--- config.mk ---
export PLATFORM = sky130hd
export DESIGN_NAME = fetch_queue
export DESIGN_NICKNAME = d
export VERILOG_FILES = /design/src/rtl/riscv_pkg.sv /design/src/rtl/sync_fifo.sv /design/src/rtl/fetch_queue.sv
export SDC_FILE = /design/constraint.sdc
export NUM_CORES = 1
export LEC_CHECK = 0
export CELL_PAD_IN_SITES_DETAIL_PLACEMENT = 0
export CELL_PAD_IN_SITES_GLOBAL_PLACEMENT = 1
export CORE_UTILIZATION = 48
export DETAILED_ROUTE_END_ITERATION = 8
export PLACE_DENSITY_LB_ADDON = 0.25
export SYNTH_ARGS = -nofsm -noshare
export SYNTH_HDL_FRONTEND = slang
export SYNTH_HIERARCHICAL = 1
export SYNTH_SLANG_ARGS = --single-unit
export TNS_END_PERCENT = 50
--- constraint.sdc ---
create_clock -name clk -period 16 [get_ports clk]
set_clock_uncertainty 0.05 [all_clocks]
set_input_delay 4.8 -clock clk [delete_from_list [all_inputs] [get_ports clk]]
set_output_delay 4.8 -clock clk [all_outputs]
set_load 0.05 [all_outputs]
--- src/rtl/riscv_pkg.sv ---
// Shared definitions for the instruction-fetch front end.
//   XLEN / ILEN    : address and instruction widths
//   INST_NOP       : canonical NOP (addi x0, x0, 0) shown when no entry is valid
//   RESET_PC       : default fetch address after reset
//   fetch_entry_t  : one buffered {pc, inst} pair
package riscv_pkg;

    localparam int XLEN = 64;
    localparam int ILEN = 32;

    localparam logic [ILEN-1:0] INST_NOP = 32'h0000_0013;
    localparam logic [XLEN-1:0] RESET_PC = 64'h0;

    typedef struct packed {
        logic [XLEN-1:0] pc;
        logic [ILEN-1:0] inst;
    } fetch_entry_t;

endpackage

--- src/rtl/sync_fifo.sv ---
// Generic synchronous FIFO with flush.
// Ports:
//   clk, rst       : clock, synchronous active-high reset
//   flush          : empty the FIFO (pointers and count to zero)
//   push / wdata   : write request; accepted when not full, or when full with a pop
//   pop            : read request; ignored when empty
//   rdata          : head entry (valid only when !empty)
//   full / empty   : status
//   count          : occupancy, 0..DEPTH
module sync_fifo #(
    parameter int WIDTH = 8,
    parameter int DEPTH = 4
) (
    input  logic                     clk,
    input  logic                     rst,
    input  logic                     flush,
    input  logic                     push,
    input  logic [WIDTH-1:0]         wdata,
    input  logic                     pop,
    output logic [WIDTH-1:0]         rdata,
    output logic                     full,
    output logic                     empty,
    output logic [$clog2(DEPTH):0]   count
);

    localparam int AW = $clog2(DEPTH);
    localparam int CW = AW + 1;

    logic [WIDTH-1:0] mem [DEPTH];
    logic [AW-1:0]    wr_ptr_q, rd_ptr_q;
    logic [CW-1:0]    count_q, count_d;
    logic             do_push, do_pop;

    assign full    = (count_q == CW'(DEPTH));
    assign empty   = (count_q == '0);
    assign count   = count_q;
    assign rdata   = mem[rd_ptr_q];

    assign do_pop  = pop && !empty;
    // A full FIFO can still take a write when the head leaves in the same cycle.
    assign do_push = push && (!full || do_pop);

    always_comb begin
        count_d = count_q;
        if (do_push && !do_pop) begin
            count_d = count_q + CW'(1);
        end else if (do_pop && !do_push) begin
            count_d = count_q - CW'(1);
        end
    end

    // DEPTH is a power of two, so the pointers wrap naturally.
    always_ff @(posedge clk) begin
        if (rst || flush) begin
            wr_ptr_q <= '0;
            rd_ptr_q <= '0;
            count_q  <= '0;
        end else begin
            if (do_push) wr_ptr_q <= wr_ptr_q + AW'(1);
            if (do_pop)  rd_ptr_q <= rd_ptr_q + AW'(1);
            count_q <= count_d;
        end
    end

    always_ff @(posedge clk) begin
        if (do_push && !rst && !flush) begin
            mem[wr_ptr_q] <= wdata;
        end
    end

endmodule

--- src/rtl/fetch_queue.sv ---
// Instruction-fetch front end: owns the fetch PC, addresses the combinational
// instruction memory, buffers {pc, inst} pairs and hands them to decode over
// valid/ready. Redirects from execute flush the buffer and retarget fetch.
// Optional build macro FETCH_QUEUE_BYPASS_EN: when the buffer is empty the
// memory output is presented to decode combinationally, saving one cycle.
// Ports:
//   clk, rst                    : clock, synchronous active-high reset
//   redirect_valid, redirect_pc : PC change request (low two bits dropped)
//   imem_addr, imem_inst        : instruction memory address / data
//   out_valid, out_ready        : decode handshake
//   out_inst, out_pc, out_pc4   : head entry and its link address
//   count                       : buffer occupancy (debug)
module fetch_queue
    import riscv_pkg::*;
#(
    parameter int              DEPTH    = 4,
    parameter int              XLEN     = 64,
    parameter logic [XLEN-1:0] RESET_PC = XLEN'(riscv_pkg::RESET_PC)
) (
    input  logic                    clk,
    input  logic                    rst,
    input  logic                    redirect_valid,
    input  logic [XLEN-1:0]         redirect_pc,
    output logic [XLEN-1:0]         imem_addr,
    input  logic [ILEN-1:0]         imem_inst,
    output logic                    out_valid,
    input  logic                    out_ready,
    output logic [ILEN-1:0]         out_inst,
    output logic [XLEN-1:0]         out_pc,
    output logic [XLEN-1:0]         out_pc4,
    output logic [$clog2(DEPTH):0]  count
);

    localparam int CW = $clog2(DEPTH) + 1;
    localparam int EW = XLEN + ILEN;

    logic [XLEN-1:0] fetch_pc_q, fetch_pc_d;
    logic [XLEN-1:0] redirect_tgt;
    logic [EW-1:0]   head;
    logic [XLEN-1:0] head_pc;
    logic [ILEN-1:0] head_inst;
    logic            fifo_full, fifo_empty;
    logic            fifo_push, fifo_pop;
    logic            fetch_adv, bypass_take;
    logic [CW-1:0]   fifo_count;

    assign redirect_tgt = redirect_pc & ~XLEN'(3);
    assign head_pc      = head[EW-1:ILEN];
    assign head_inst    = head[ILEN-1:0];
    assign imem_addr    = fetch_pc_q;
    assign count        = fifo_count;
    assign out_pc4      = out_pc + XLEN'(4);

    always_comb begin
        out_valid   = !fifo_empty;
        out_inst    = fifo_empty ? INST_NOP : head_inst;
        out_pc      = fifo_empty ? '0 : head_pc;
        bypass_take = 1'b0;
`ifdef FETCH_QUEUE_BYPASS_EN
        // Empty buffer: present the memory word directly. If decode takes it,
        // it never enters storage but the fetch PC still moves on.
        if (fifo_empty && !rst && !redirect_valid) begin
            out_valid   = 1'b1;
            out_inst    = imem_inst;
            out_pc      = fetch_pc_q;
            bypass_take = out_ready;
        end
`endif
        fifo_pop  = out_valid && out_ready && !fifo_empty;
        fetch_adv = !rst && !redirect_valid && (!fifo_full || fifo_pop);
        fifo_push = fetch_adv && !bypass_take;
    end

    always_comb begin
        fetch_pc_d = fetch_pc_q;
        if (rst) begin
            fetch_pc_d = RESET_PC;
        end else if (redirect_valid) begin
            fetch_pc_d = redirect_tgt;
        end else if (fetch_adv) begin
            fetch_pc_d = fetch_pc_q + XLEN'(4);
        end
    end

    always_ff @(posedge clk) begin
        fetch_pc_q <= fetch_pc_d;
    end

    // A pop coinciding with a redirect is still consumed by decode; the flush
    // discards whatever remains.
    sync_fifo #(
        .WIDTH (EW),
        .DEPTH (DEPTH)
    ) u_fifo (
        .clk   (clk),
        .rst   (rst),
        .flush (redirect_valid),
        .push  (fifo_push),
        .wdata ({fetch_pc_q, imem_inst}),
        .pop   (fifo_pop),
        .rdata (head),
        .full  (fifo_full),
        .empty (fifo_empty),
        .count (fifo_count)
    );

endmodule

**After elaboration in Yosys (flattened, before gate mapping)**

Memories as Yosys holds them, arrays and structs flattened. A register that Yosys moved wholly into a read port is not among the register bits.
Index checks and enable logic that the tools add are counted.

- Memory bits (writable): 384
- Output and inout port bits: 228
- Memories kept: 1
- Bits in registers: 71

- Reductions and logical operators: 23
- Add/sub/neg operators: 6
- Eq/ne operators: 1
- Muxes and demuxes: 10

Memory list:

| name | depth | bits a word | read ports | clocked after Yosys merged registers in | write ports | line | text |
|---|---|---|---|---|---|---|---|
| u_fifo.mem | 4 | 96 | 1 | 1 | 1 | sync_fifo.sv:29 | `logic [WIDTH-1:0] mem [DEPTH];` |

Operator list:

| kind | number |
|---|---|
| 64-bit two-way mux | 3 |
| 64-bit by 3-bit adder with 64-bit output, second input constant | 2 |
| 32-bit two-way mux | 1 |
| 1-bit logical AND | 10 |
| 1-bit zero test | 6 |
| 3-bit two-way mux | 2 |
| 2-bit by 1-bit adder with 2-bit output, second input constant | 2 |
| 2-bit two-way mux | 2 |
| 2-bit nonzero test | 2 |
| 3-bit by 1-bit adder with 3-bit output, second input constant | 1 |
| 3-bit equality test, second input constant | 1 |
| 3-bit zero test | 1 |
| 1-bit logical OR | 3 |
| 3-bit by 1-bit subtractor with 3-bit output, second input constant | 1 |
| 1-bit two-way mux | 2 |
| 2-bit OR reduction | 1 |

**Longest topological paths before layout**

- Depth after elaboration: 11
- Depth in mapped cells: 14

**Modules after synthesis**

Netlist, hierarchy kept.

Modules (own cells, without submodules):

| module | cells each | times used | area each (um2) |
|---|---|---|---|
| sync_fifo | 552 | 1 | 14,297.5 |
| fetch_queue | 806 | 1 | 5,879.4 |

**Worst setup path after synthesis**

OpenSTA, ideal clock, no wires.

- Path type: register -> output
- Start: register u_fifo.count_q[0] (netlist: u_fifo/count[0])
- End: output out_pc4[58]
- Setup slack: 5.879 ns
- Data arrival time: 5.271 ns
- Stages on the path, launching flop included: 15
- Path buffers: 6
- Path through: dfxtp_1 > nor3_1 > clkbuf_1 > clkbuf_1 > clkbuf_1 > clkbuf_1 > nor2b_1 > ha_1 > nand3_1 > or4_1 > clkbuf_1 > nor4_4 > buf_4 > nand3_1 > xnor2_1

- Longest elaborated chain between the ends: 3

RTL lines:

| what | line | text |
|---|---|---|
| start: declaration | sync_fifo.sv:31 | `logic [CW-1:0] count_q, count_d;` |
| start signal: assignment | sync_fifo.sv:61 | `count_q <= count_d;` |
| 3-bit zero test | sync_fifo.sv:35 | `assign empty = (count_q == '0);` |
| net fifo_empty | fetch_queue.sv:42 | `logic fifo_full, fifo_empty;` |
| 64-bit two-way mux | fetch_queue.sv:57 | `out_pc = fifo_empty ? '0 : head_pc;` |
| net out_pc[3] | fetch_queue.sv:29 | `output logic [XLEN-1:0] out_pc,` |
| 64-bit by 3-bit adder with 64-bit output | fetch_queue.sv:52 | `assign out_pc4 = out_pc + XLEN'(4);` |
| end: declaration | fetch_queue.sv:30 | `output logic [XLEN-1:0] out_pc4,` |

The timed path passes the listed nets, and every way through them passes these cells.

==> results by group <==
STA
  • Worst hold slack: 0.478 ns
  • Worst-margin pin slew: between 1 and 1.5 ns
  • Max Slew Vio Count: 0
  • Slew HR: 0.290
  • Final WS setup: 5.31 ns
  • Fmax: 93.6 MHz
  • Setup TNS: 0 ns
  • Fin. Hold Viols: 0
  • Minimum clock period: approximately 11 ns
  • Final worst path period share: 0.668
  • Final setup viols: 0
  • Unrepaired setup endpoints after global routing: false

Critical path
  • FF-to-FF path depth: 8
  • Crit Path Class: flip-flop to primary output
  • WP data required: approximately 11 ns
  • CP max stage delay: between 0.8 and 0.9 ns
  • Crit path max-delay cell type: clkdlybuf4s50_1
  • WP buf/inv: 3
  • Reg-to-Reg Start: u_fifo/count[0]
  • Register-to-register setup slack: 11.92 ns
  • Worst setup endpoint: out_pc4[47]
  • Crit path cell chain: buf_4, buf_4, mux4_2, nor2b_1, and4_1, nand2_1, nor4_1, xor2_1, clkdlybuf4s50_1
  • Reg2Reg Capture Point: u_fifo/mem[3][15]
  • Most frequent cell on the critical path: buf_4
  • Worst Path Arrival: approximately 5.8 ns
  • Cell family contributing the most delay on the critical path: buffers and inverters
  • Worst setup SP type: flip-flop
  • Worst setup EP type: primary output
  • Critical path depth in cells: 9
  • Worst-path fanout max: 43

Synthesis
  • Synth top area share: 0.571
  • Synth top area cells: edfxtp_1 57%, mux4_2 11%, dfxtp_1 7.0%
  • Average size of a mapped cell: ~15 sq um
  • Post-synthesis sequential area ratio: 0.642
  • Largest area contributor in the netlist: edfxtp_1
  • Most numerous cell in the Yosys netlist: edfxtp_1
  • Yosys reg bits: approximately 460
  • Post-Synthesis Cell Area: 20200 sq um
  • Most frequent cells after synthesis: 384 x edfxtp_1, 96 x mux4_2, 90 x nor2b_1, 71 x dfxtp_1, 71 x nor2_1
  • Syn Inst Count: 1358
  • Yosys cell types: 67
  • Number of synthesis warnings: 6
  • EDFF count, synth: 384
  • Async S/R FF share, synth: 0
  • Ys flop type: edfxtp_1

Detailed routing
  • Drt total wl: 51400 um
  • Router iterations before antenna repair: 9
  • Vias: 13070
  • DRT iter0 DRCs: 923
  • Vias/cell: 5.82
  • Routed Antenna Nets: 0
  • DR WL/cell: approximately 23 um
  • Remaining DRCs: 36

Cells and area
  • Final non-filler cell total: about 2200
  • Area delta synth->final: 25.6%
  • Fill cell count: 3143
  • Seq. cell area: 13000 sq um
  • Fraction of layout cells with a size suffix above 1: 0.123
  • Final nets: 1788
  • Multi-input gate area: 6800 sq um
  • Design area: 25300 sq um

Clock network
  • CTS tree: yes
  • Skew-Pair Late Insertion Delay: 0.58 ns
  • Hold Buf Count CTS: 0
  • CTS Buf Count: 46
  • Post-CTS setup repair buffer count: 0
  • Clk pin slew, worst setup/hold paths: 0.06 ns
  • H-tree levels: 2
  • CTS sink count: 455
  • Clock Path Buffers: 3
  • Post-CTS sizing: 0
  • CTS root buf: clkbuf_16

Floorplan
  • Die height: 207 um
  • Starting Density: 0.491
  • FP Rows: 74
  • Die W: 207 um
  • Core Area: 41100 sq um
  • Die area: about 43000 sq um
  • Boundary pin count: 328

Power and ir drop
  • PD cells: 106 nW/um^2
  • Lkg Pwr: 0.00802 uW
  • Worst-case vdd ir drop: 0.0792 mV
  • Comb power frac: 0.126
  • Net Sw Frac: 0.257
  • Sequential Power Share: 0.498
  • NetSw: 691 uW
  • Cell-internal power: 2000 uW
  • Clock share of power: 0.376

Outcome
  • Outcome: complete, but fails checks
  • Failing checks: DRC

Worst hold path
  • Worst hold path type: flip-flop to flip-flop

Global route
  • Vias in the first global route: approximately 13000
  • First-pass GRT wire length: between 70000 and 80000 um
  • GRT Total Usage: 0.238
  • Largest net degree at the start of global routing: 95
  • Gr ovfl total: 0
  • Initial antenna violation count: 1

Place
  • Routability Congestion: between 0.8 and 0.9
  • Dpl ws: 5.79 ns
  • Cells after DPL: ~2200
  • IO buf count: between 300 and 400
  • Post-place instance area: 23900 sq um
  • Post-DP HPWL: 34300 um

Job
  • # Max-Cap Violations: 0
==> kinds of logic (layout without fill, tap and decap cells) <==
logic type	count (synthesis)	in the layout	synth area share
adder cells (fa/ha/maj)	8	8	0.00533
AND/OR/NAND/NOR	477	477	0.135
AO/OA/AOI/OAI	119	119	0.0458
multiplexers	98	98	0.108
flip-flops	455	455	0.642
buffers and inverters	109	456	0.0238
XOR/XNOR	91	91	0.0395
other	1	11	0.000186
==> layout make-up <==
cell class | instances | share of cell area
diodes | 1 | 0.0000988
clock buffers | 59 | 0.0485
clock inverters | 23 | 0.00746
inverters | 32 | 0.00474
multi-input cells | 803 | 0.268
flip-flops and latches | 455 | 0.511
well taps | 532 | 0.0263
repair buffers | 342 | 0.133
==> stage by stage <==
| stage | utilization | power (uW) |
|---|---|---|
| CTS | 0.616 | 2710 |
| finish | 0.616 | 2690 |
| floorplan | - | 1560 |
| global route | 0.616 | 2770 |
| detailed placement | 0.582 | 1700 |
| global placement | 0.582 | 1700 |
==> sequential cells by signal, indices dropped and copies added, names as in the netlist, named ones only <==
signal	cells
u_fifo/count	3
imem_addr	62
u_fifo/wr_ptr_q	2
u_fifo/mem	384
u_fifo/rd_ptr_q	2
==> power groups by stage <==
stage	clock network, uW	logic (uW)	registers [uW]
2_1_floorplan	0	177	1390
5_1_grt	1070	352	1340
6_report	1010	338	1340
3_3_place_gp	0	336	1360
3_5_place_dp	0	338	1360
4_1_cts	1030	339	1340
==> worst reg2reg max path, delay by kind of cell (launching register included) <==
kind	cells	cell delay, ns
AO/OA/AOI/OAI	1	0.35
AND/OR/NAND/NOR	4	1.40
buffers and inverters	3	1.27
flip-flops	1	0.56
==> per-layer routing <==
metal,part of all wire,up-vias,global-route usage
met5,0,-,0
met4,0.018,0,0.0630
met3,0.070,58,0.0438
met2,0.47,477,0.371
met1,0.45,6577,0.346
li1,-,5958,-
==> layout by cell type, fill, tap and decap left out, types with 13 or more instances in the layout <==
cell type and count:
clkbuf_16 46, nand4_1 38, mux4_2 96, clkdlybuf4s50_1 322
edfxtp_1 384, or4_1 17, buf_4 19, nor3_1 23
xnor2_1 43, nand3_1 50, and4_1 16, nor2_1 71
nor2b_1 90, a21oi_1 16, a311oi_1 16, nand2_1 63
dfxtp_1 69, and3_1 22, a211oi_1 30, nor4_1 29
o31ai_1 13, inv_1 31, xor2_1 48
==> worst min-delay path by stage <==
stage                  startpoint                 end  slack [ns]  cells past startpoint
2_1_floorplan  u_fifo/rd_ptr_q[1]           flip-flop        0.43                      2
3_3_place_gp   u_fifo/rd_ptr_q[1]           flip-flop        0.46                      2
3_5_place_dp   u_fifo/rd_ptr_q[1]           flip-flop        0.46                      2
4_1_cts        u_fifo/rd_ptr_q[1]  u_fifo/rd_ptr_q[1]        0.48                      2
5_1_grt        u_fifo/rd_ptr_q[0]  u_fifo/rd_ptr_q[0]        0.53                      2
6_report       u_fifo/rd_ptr_q[1]  u_fifo/rd_ptr_q[1]        0.48                      2
No activity file was read; power rests on OpenSTA's default activity.
